==> src/rtl/axis_oscilloscope_trig.sv <==
`default_nettype none
// ============================================================================
// Module   : axis_oscilloscope_trig
// Brief    : Multi-channel AXI-Stream capture controller. Passes the sample
//            stream through and gates m_axis_tvalid so a circular writer keeps
//            one pre/post-triggered frame. Triggers come from a level/edge
//            detector with hysteresis on any channel, an external level, or
//            an auto-mode timeout. Reports the write address of the trigger.
// Revision : 1.0 - initial release
// ============================================================================
module axis_oscilloscope_trig #(
  parameter int AXIS_TDATA_WIDTH = 32,
  parameter int CHANNELS         = 2,
  parameter int CNTR_WIDTH       = 12
) (
  input  logic                                 aclk,
  input  logic                                 aresetn,
  input  logic                                 run_flag,
  input  logic                                 stop_flag,
  input  logic                                 ext_trg_flag,
  input  logic [$clog2(CHANNELS+1)-1:0]        trg_src,
  input  logic                                 trg_edge,
  input  logic [AXIS_TDATA_WIDTH/CHANNELS-1:0] trg_level,
  input  logic [AXIS_TDATA_WIDTH/CHANNELS-1:0] trg_hyst,
  input  logic                                 auto_mode,
  input  logic [31:0]                          auto_data,
  input  logic [CNTR_WIDTH-1:0]                pre_data,
  input  logic [CNTR_WIDTH-1:0]                tot_data,
  output logic [CNTR_WIDTH+2:0]                sts_data,
  output logic                                 s_axis_tready,
  input  logic [AXIS_TDATA_WIDTH-1:0]          s_axis_tdata,
  input  logic                                 s_axis_tvalid,
  output logic [AXIS_TDATA_WIDTH-1:0]          m_axis_tdata,
  output logic                                 m_axis_tvalid
);

  localparam int SW    = AXIS_TDATA_WIDTH / CHANNELS;
  localparam int SRC_W = $clog2(CHANNELS + 1);
  // Two guard bits so level +/- hysteresis never overflows.
  localparam int CW    = SW + 2;

  typedef enum logic [1:0] {
    IDLE = 2'd0,
    PRE  = 2'd1,
    ARM  = 2'd2,
    POST = 2'd3
  } state_t;

  state_t                 state_q, state_d;
  logic [CNTR_WIDTH-1:0]  cntr_q, cntr_d;
  logic [CNTR_WIDTH-1:0]  trg_addr_q, trg_addr_d;
  logic [CNTR_WIDTH-1:0]  post_q, post_d;
  logic                   auto_flag_q, auto_flag_d;
  logic                   done_flag_q, done_flag_d;
  logic                   armed_q, armed_d;
  logic [31:0]            timeout_q, timeout_d;
  logic                   run_q, run_d;

  logic                   busy;
  logic                   sample;
  logic                   run_rise;
  logic [CNTR_WIDTH-1:0]  cntr_nxt;
  logic [SW-1:0]          chan_x;
  logic                   chan_sel;
  logic                   is_ext;
  logic signed [CW-1:0]   x_s, level_s, hyst_s, lo_s, hi_s;
  logic                   arm_cond, fire_cond, chan_fire, real_fire, auto_fire;

  assign busy          = (state_q != IDLE);
  assign sample        = s_axis_tvalid & busy;
  assign run_rise      = run_flag & ~run_q;
  assign cntr_nxt      = (cntr_q == tot_data) ? '0 : cntr_q + CNTR_WIDTH'(1);
  assign s_axis_tready = 1'b1;
  assign m_axis_tdata  = s_axis_tdata;
  assign m_axis_tvalid = sample;
  assign sts_data      = {trg_addr_q, auto_flag_q, done_flag_q, busy};

  // Select the trigger channel sample from the packed stream word.
  always_comb begin
    chan_x = '0;
    for (int i = 0; i < CHANNELS; i++) begin
      if (trg_src == SRC_W'(i)) chan_x = s_axis_tdata[i*SW +: SW];
    end
  end

  // Level/edge trigger with hysteresis, evaluated in widened signed math.
  always_comb begin
    chan_sel  = (trg_src < SRC_W'(CHANNELS));
    is_ext    = (trg_src == SRC_W'(CHANNELS));
    x_s       = {{2{chan_x[SW-1]}}, chan_x};
    level_s   = {{2{trg_level[SW-1]}}, trg_level};
    hyst_s    = {2'b00, trg_hyst};
    lo_s      = level_s - hyst_s;
    hi_s      = level_s + hyst_s;
    if (!trg_edge) begin
      arm_cond  = chan_sel & (x_s < lo_s);
      fire_cond = x_s >= level_s;
    end else begin
      arm_cond  = chan_sel & (x_s > hi_s);
      fire_cond = x_s <= level_s;
    end
    chan_fire = chan_sel & armed_q & fire_cond;
    real_fire = is_ext ? ext_trg_flag : chan_fire;
    // Counting this sample, has the timeout reached auto_data?
    auto_fire = auto_mode & (({1'b0, timeout_q} + 33'd1) >= {1'b0, auto_data});
  end

  // Capture state machine: next state and status register updates.
  always_comb begin
    state_d     = state_q;
    cntr_d      = cntr_q;
    trg_addr_d  = trg_addr_q;
    post_d      = post_q;
    auto_flag_d = auto_flag_q;
    done_flag_d = done_flag_q;
    armed_d     = armed_q;
    timeout_d   = timeout_q;
    run_d       = run_flag;

    if (stop_flag) begin
      state_d = IDLE;
    end else begin
      case (state_q)
        IDLE: begin
          if (run_rise) begin
            cntr_d      = '0;
            done_flag_d = 1'b0;
            auto_flag_d = 1'b0;
            armed_d     = 1'b0;
            timeout_d   = '0;
            // No pre-trigger window: skip PRE so no extra sample is forwarded.
            state_d     = (pre_data == '0) ? ARM : PRE;
          end
        end
        PRE: begin
          if (sample) begin
            cntr_d = cntr_nxt;
            if (arm_cond) armed_d = 1'b1;
            if (cntr_q == pre_data - CNTR_WIDTH'(1)) state_d = ARM;
          end
        end
        ARM: begin
          if (sample) begin
            cntr_d = cntr_nxt;
            if (auto_mode) timeout_d = timeout_q + 32'd1;
            if (chan_fire) armed_d = 1'b0;
            else if (arm_cond) armed_d = 1'b1;
            if (real_fire || auto_fire) begin
              trg_addr_d  = cntr_q;
              // Post samples remaining after this one, minus the last.
              post_d      = tot_data - pre_data - CNTR_WIDTH'(1);
              auto_flag_d = ~real_fire;
              state_d     = POST;
            end
          end
        end
        POST: begin
          if (sample) begin
            cntr_d = cntr_nxt;
            if (post_q == '0) begin
              done_flag_d = 1'b1;
              state_d     = IDLE;
            end else begin
              post_d = post_q - CNTR_WIDTH'(1);
            end
          end
        end
        default: state_d = IDLE;
      endcase
    end
  end

  // State and status registers with synchronous active-low reset.
  always_ff @(posedge aclk) begin
    if (!aresetn) begin
      state_q     <= IDLE;
      cntr_q      <= '0;
      trg_addr_q  <= '0;
      post_q      <= '0;
      auto_flag_q <= 1'b0;
      done_flag_q <= 1'b0;
      armed_q     <= 1'b0;
      timeout_q   <= '0;
      run_q       <= 1'b0;
    end else begin
      state_q     <= state_d;
      cntr_q      <= cntr_d;
      trg_addr_q  <= trg_addr_d;
      post_q      <= post_d;
      auto_flag_q <= auto_flag_d;
      done_flag_q <= done_flag_d;
      armed_q     <= armed_d;
      timeout_q   <= timeout_d;
      run_q       <= run_d;
    end
  end

endmodule
`default_nettype wire
==> config.mk <==
export PLATFORM = sky130hd
export DESIGN_NAME = axis_oscilloscope_trig
export DESIGN_NICKNAME = d
export VERILOG_FILES = /design/src/rtl/axis_oscilloscope_trig.sv
export SDC_FILE = /design/constraint.sdc
export NUM_CORES = 1
export LEC_CHECK = 0
export CORE_ASPECT_RATIO = 1.5
export CORE_MARGIN = 10
export CORE_UTILIZATION = 31
export CTS_BUF_LIST = sky130_fd_sc_hd__clkbuf_8
export CTS_CLUSTER_DIAMETER = 120
export DETAILED_ROUTE_END_ITERATION = 12
export GPL_TIMING_DRIVEN = 1
export SYNTH_ARGS = -nofsm -noshare
export SYNTH_HDL_FRONTEND = slang
export SYNTH_SLANG_ARGS = --single-unit
==> constraint.sdc <==
create_clock -name aclk -period 3.9 [get_ports aclk]
set_clock_uncertainty 0.15 [all_clocks]
set_input_delay 0.78 -clock aclk [delete_from_list [all_inputs] [get_ports aclk]]
set_output_delay 0.78 -clock aclk [all_outputs]
set_load 0.02 [all_outputs]
# After elaboration in Yosys (flattened, before gate mapping)
# Cells that the tools add are included.
# totals
ff_bits,74
output_inout_bits,49
in_bits,130
wordCells,111
# op_classes
n_reduce_logical,20
n_lt_le_gt_ge,6
n_mux,39
add_sub_neg,9
n_bitwise,11
n_eq_ne,17
# ops
op,count
32-bit two-way mux,3
12-bit two-way mux,7
32-bit one-hot mux with 2 select lines,1
12-bit one-hot mux with 2 select lines,2
12-bit by 1-bit subtractor with 12-bit output (second input constant),3
32-bit by 1-bit adder with 33-bit output (second input constant),1
33-bit by 32-bit >= comparator with 1-bit output,1
32-bit by 1-bit adder with 32-bit output (second input constant),1
16-bit two-way mux,2
12-bit equality test,2
12-bit logical NOT,2
5-bit AND reduction,4
16-bit by 17-bit adder with 18-bit output,1
16-bit by 18-bit greater-than comparator with 1-bit output,1
16-bit by 18-bit < comparator with 1-bit output,1
2-bit != test (second input constant),9
16-bit by 17-bit subtractor with 18-bit output,1
16-bit >= comparator,1
16-bit <= comparator,1
2-bit two-way mux,8
12-bit by 1-bit adder with 12-bit output (second input constant),1
1-bit two-way mux,12
12-bit subtractor,1
2-bit one-hot mux with 4 select lines,1
18 further kinds,35

# Logic depth before layout (Yosys ltp)
# depth
word_depth,11
mapped_depth,21
ltp_nobuf,21

# Least setup slack after synthesis
# No wires, ideal clock.
# synth_path
kind,input to register
startpoint,input port trg_hyst[1]
endpoint,register armed_q
arrival_time_ns,4.051
setup_slack_ns,-0.366
setup_ns,0.065
t_required_ns,3.685
path_stages,20
path_cell_list,inv_1 -> ha_1 -> nor2b_1 -> o21ai_0 -> a21oi_1 -> o21ai_0 -> a21oi_1 -> a211o_1 -> a21oi_1 -> xor2_1 -> ha_1 -> a21o_1 -> a21o_1 -> a21o_1 -> a21oi_1 -> o21ai_0 -> or4_1 -> o21ai_0 -> a31oi_1 -> nor2_1
# synth_between
elab_chain_cells,8
word_cells_on_any_way,12
# synth_lines
element,line,rtl
start: declaration,24,"input logic [AXIS_TDATA_WIDTH/CHANNELS-1:0] trg_hyst,"
16-bit by 17-bit subtractor with 18-bit output / 16-bit by 17-bit adder with 18-bit output (equally long branches),"93, 94",
16-bit by 18-bit < comparator with 1-bit output / 16-bit by 18-bit greater-than comparator with 1-bit output (equally long branches),"96, 99",
"1-bit AND, on equally long branches","96, 99",
1-bit two-way mux *,95,if (!trg_edge) begin
1-bit two-way mux *,n/a,
1-bit two-way mux (2 in series),n/a,
1-bit one-hot mux with 3 select lines *,n/a,
end signal: assignment,192,armed_q <= armed_d;
end: declaration,55,"logic armed_q, armed_d;"
# Every way passes the cells marked *; elsewhere a longest branch is shown, timed or not. The select of a mux whose other input is x is not followed.
# A chain may end at the register's enable or synchronous reset.

# Final worst setup path
# layout_path
startpoint,register timeout_q[11]
endpoint,register post_q[7]
# layout_between
elab_chain_cells,6
# layout_lines
element,line,rtl
start: declaration,56,"logic [31:0] timeout_q, timeout_d;"
start signal: assignment,193,timeout_q <= timeout_d;
32-bit by 1-bit adder with 33-bit output,105,"auto_fire = auto_mode & (({1'b0, timeout_q} + 33'd1) >= {1'b0, auto_data});"
33-bit by 32-bit >= comparator with 1-bit output,105,
1-bit AND,105,
1-bit logical OR,148,if (real_fire || auto_fire) begin
2-bit != test (no line),n/a,
6-bit AND reduction (no line),n/a,
end signal: assignment,189,post_q <= post_d;
end: declaration,52,"logic [CNTR_WIDTH-1:0] post_q, post_d;"
# Every way passes these cells.

==> impl_metrics.env <==
export IMPL_synth_top_family_by_area="simple AND/OR/NAND/NOR gates"
export IMPL_synth_cell_type_count=69
export IMPL_p_leak_nw=6.081
export IMPL_final_util_pct=46.65
export IMPL_clk_pin_slew_ns=0.08
export IMPL_setup_worst_path_start="timeout_q[11]$_SDFFE_PN0P_"
export IMPL_layout_commonest_cell="buf_4"
export IMPL_hold_viol_final=0
export IMPL_drt_total_wl_mm=30.31
export IMPL_status="complete, but fails checks"
export IMPL_drive_above_1_share_pct=23.08
export IMPL_cp_start_kind="flip-flop"
export IMPL_ys_flop_type="dfxtp_1"
export IMPL_ff2ff_setup_slack_ns=-0.23
export IMPL_cts_hold_buf=0
export IMPL_fillCellCount=2845
export IMPL_nNetsFinal=1788
export IMPL_grt_pass1_vias=9869
export IMPL_r2r_start="timeout_q[11]$_SDFFE_PN0P_"
export IMPL_place_ws_ns=-1.234
export IMPL_core_sq_um=28810
export IMPL_clock_path_buffers=2
export IMPL_crit_type="flip-flop to flip-flop"
export IMPL_synth_edf_count=0
export IMPL_gp_congestion=0.8952
export IMPL_io_buffers=177
export IMPL_async_reset_ff_share_pct=0
export IMPL_r2r_end="post_q[7]$_SDFFE_PN0P_"
export IMPL_cts_tree="yes"
export IMPL_worst_slack_ns=-0.2257
export IMPL_antenna_found_initial=1
export IMPL_syn_area_sq_um=9089
export IMPL_hold_class="flip-flop to flip-flop"
export IMPL_period_minus_slack_ns=4.126
export IMPL_critPathRequiredTime_ns=4.02
export IMPL_overflow=0
export IMPL_fin_cells=1916
export IMPL_ios=179
export IMPL_power_density_nw_per_um2=203.0
export IMPL_relSlewSlack_pct=44.19
export IMPL_viasPerCell=4.904
export IMPL_design_die_area_sq_um=36710
export IMPL_rr_worst_depth=19
export IMPL_wire_per_inst_microns=15.82
export IMPL_die_w_microns=159.8
export IMPL_synth_xor_area_share_pct=10.31
export IMPL_cts_buffers=9
export IMPL_drv_cap=0
export IMPL_drc_errors=0
export IMPL_syn_to_final_growth_pct=47.89
export IMPL_gr_usage_all_layers_pct=16.43
export IMPL_final_cell_mix="buf_4, clkdlybuf4s50_1, ha_1"
export IMPL_cp_max_fo=6
export IMPL_place_hpwl_mm=24.45
export IMPL_setup_viol=26
export IMPL_worst_slew_pin_slew_ns=0.8295
export IMPL_muxShareOfSynthArea_pct=3.882
export IMPL_yosys_warnings=0
export IMPL_top_layer="met4"
export IMPL_cts_sinks=74
export IMPL_met1_length_mm=12.00
export IMPL_wl_met2_mm=16.05
export IMPL_hold_start="post_q[10]$_SDFFE_PN0P_"
export IMPL_synthAdderAreaFrac_pct=19.25
export IMPL_grt_pass1_wl_mm=50.13
export IMPL_dp_cells=1869
export IMPL_ys_ff_latch=74
export IMPL_drt_iter0_drc=365
export IMPL_ant_nets=0
export IMPL_endpoint_kind="flip-flop"
export IMPL_clock_latency_ns=0.38
export IMPL_rsz0062_at_grt="yes"
export IMPL_synth_compound_area_share_pct=19.19
export IMPL_violations="negative setup slack"
export IMPL_fp_dieH_microns=229.7
export IMPL_vias=9397
export IMPL_slew_violations=0
export IMPL_total_power_mw=2.729
export IMPL_netlist_instances=1192
export IMPL_syn_avg_cell_area_sq_um=7.625
export IMPL_yosysSeqAreaShare_pct=16.30
export IMPL_endpoint="post_q[7]$_SDFFE_PN0P_"
export IMPL_max_freq_ghz=0.2424
export IMPL_synth_fp_nets=1460
export IMPL_ir_worst_vdd_v=0.0001868
export IMPL_wl_met3_mm=1.204
export IMPL_yosys_area_share_simple_pct=21.34
export IMPL_first_pass_iters=4
export IMPL_initial_core_util_pct=31.54
export IMPL_grt_start_max_net_pins=40
export IMPL_htreeDepth=3
export IMPL_ctsRootBufferMaster="clkbuf_8"
export IMPL_rows=76
export IMPL_fin_crit_sh_pct=105.8
export IMPL_critical_path_arrival_ns=4.24
-- worst max-delay path: stages, from the launching register on --
cell	delay (ns)
dfxtp_2	0.34
and4_4	0.23
and4_4	0.26
nand2_4	0.05
or3_4	0.40
or2_4	0.27
xnor2_2	0.14
ha_1	0.30
nand4_1	0.20
nor4_2	0.35
nand3_2	0.11
o211ai_1	0.14
o21ai_1	0.10
a21oi_2	0.18
buf_4	0.16
o211ai_4	0.13
buf_6	0.19
buf_16	0.14
a21oi_4	0.10
o22ai_2	0.06
-- synth_stat cells (all sizes together) (3+ instances only) --
library cell | instances | area share [%]
nor2 | 67 | 2.8
o22ai | 10 | 0.69
nand4 | 34 | 2.3
a2111oi | 5 | 0.55
and2 | 8 | 0.55
nand3b | 6 | 0.63
nand2b | 12 | 0.83
or2 | 8 | 0.55
ha | 135 | 19
buf | 40 | 3.2
nor2b | 44 | 3.0
a211oi | 6 | 0.50
mux2i | 33 | 3.6
nor4 | 10 | 0.69
xnor2 | 85 | 8.2
and3 | 9 | 0.62
o211ai | 10 | 0.94
a22oi | 10 | 0.83
o21a | 16 | 1.3
nor3 | 33 | 1.8
nor3b | 4 | 0.33
clkbuf | 41 | 1.7
or3 | 9 | 0.62
fa | 3 | 0.66
o21bai | 16 | 1.3
o31ai | 6 | 0.50
o21ai | 41 | 2.3
nand2 | 80 | 3.3
nand3 | 39 | 2.1
a31oi | 6 | 0.41
inv | 116 | 4.8
xor2 | 22 | 2.1
and4 | 5 | 0.48
a21o | 23 | 1.9
a21oi | 77 | 4.3
a21boi | 20 | 1.7
dfxtp | 74 | 16
-- layer usage --
metal,global-route usage (%),vias up
met5,0,-
met4,6.617,0
met3,2.432,50
met2,31.27,210
met1,17.62,4326
li1,-,4811
-- flip-flops by register name, indices dropped and copies added (netlist names) --
| register | cells |
|---|---|
| cntr_q | 12 |
| timeout_q | 32 |
| trg_addr_q | 12 |
| armed_q | 1 |
| run_q | 1 |
| done_flag_q | 1 |
| post_q | 12 |
| state_q | 2 |
| auto_flag_q | 1 |
-- cell type report --
class	instances	area (sq um)	share of cell area, %
flip-flops and latches	74	1491	11.10
clock buffers	9	123.9	0.9215
diodes	1	2.502	0.01862
clock inverters	7	93.84	0.6981
repair buffers	398	3543	26.36
multi-input cells	921	7257	53.99
inverters	116	441.7	3.286
well taps	390	488.0	3.630
-- cell families (layout without fill, tap and decap cells) --
kind of cell	after synthesis	after routing
AO/OA/AOI/OAI	266	266
XOR/XNOR	107	107
adder cells (fa/ha/maj)	138	138
buffers and inverters	197	530
flip-flops	74	74
multiplexers	35	35
other	1	2
AND/OR/NAND/NOR	374	374
-- power breakdown --
group          internal, mW  switching (mW)  total [mW]  leakage, nW
Sequential            0.761         0.00807       0.769        0.601
Clock                 0.359           0.322       0.681        0.105
Combinational         0.656           0.623        1.28         5.38
-- worst min-delay path by stage --
| stage | to | slack (ns) | cells past startpoint |
|---|---|---|---|
| floorplan | armed_q$_SDFFE_PN0P_ | 0.29 | 2 |
| global placement | auto_flag_q$_SDFFE_PN0P_ | 0.30 | 2 |
| detailed placement | armed_q$_SDFFE_PN0P_ | 0.32 | 2 |
| CTS | post_q[9]$_SDFFE_PN0P_ | 0.34 | 2 |
| global route | post_q[10]$_SDFFE_PN0P_ | 0.37 | 2 |
| finish | post_q[10]$_SDFFE_PN0P_ | 0.33 | 2 |
-- timing repair --
item,4_1_cts,5_1_grt
endpoints found under the setup margin,27,28
hold endpoints to repair,0,0
setup buffers,24,5
pin swaps,70,44
gates resized for setup,133,20
gates cloned,4,0
-- metrics by stage --
step	area [sq um]	hold WS (ns)	setup TNS (ns)
2_1_floorplan	9156	0.2865	-0.2150
3_5_place_dp	12440	0.3168	-11.75
4_1_cts	13380	0.3447	-2.579
3_3_place_gp	12440	0.2989	-10.63
6_report	13440	0.3324	-3.702
5_1_grt	13440	0.3715	-9.723
No activity file was read; power rests on OpenSTA's default activity.
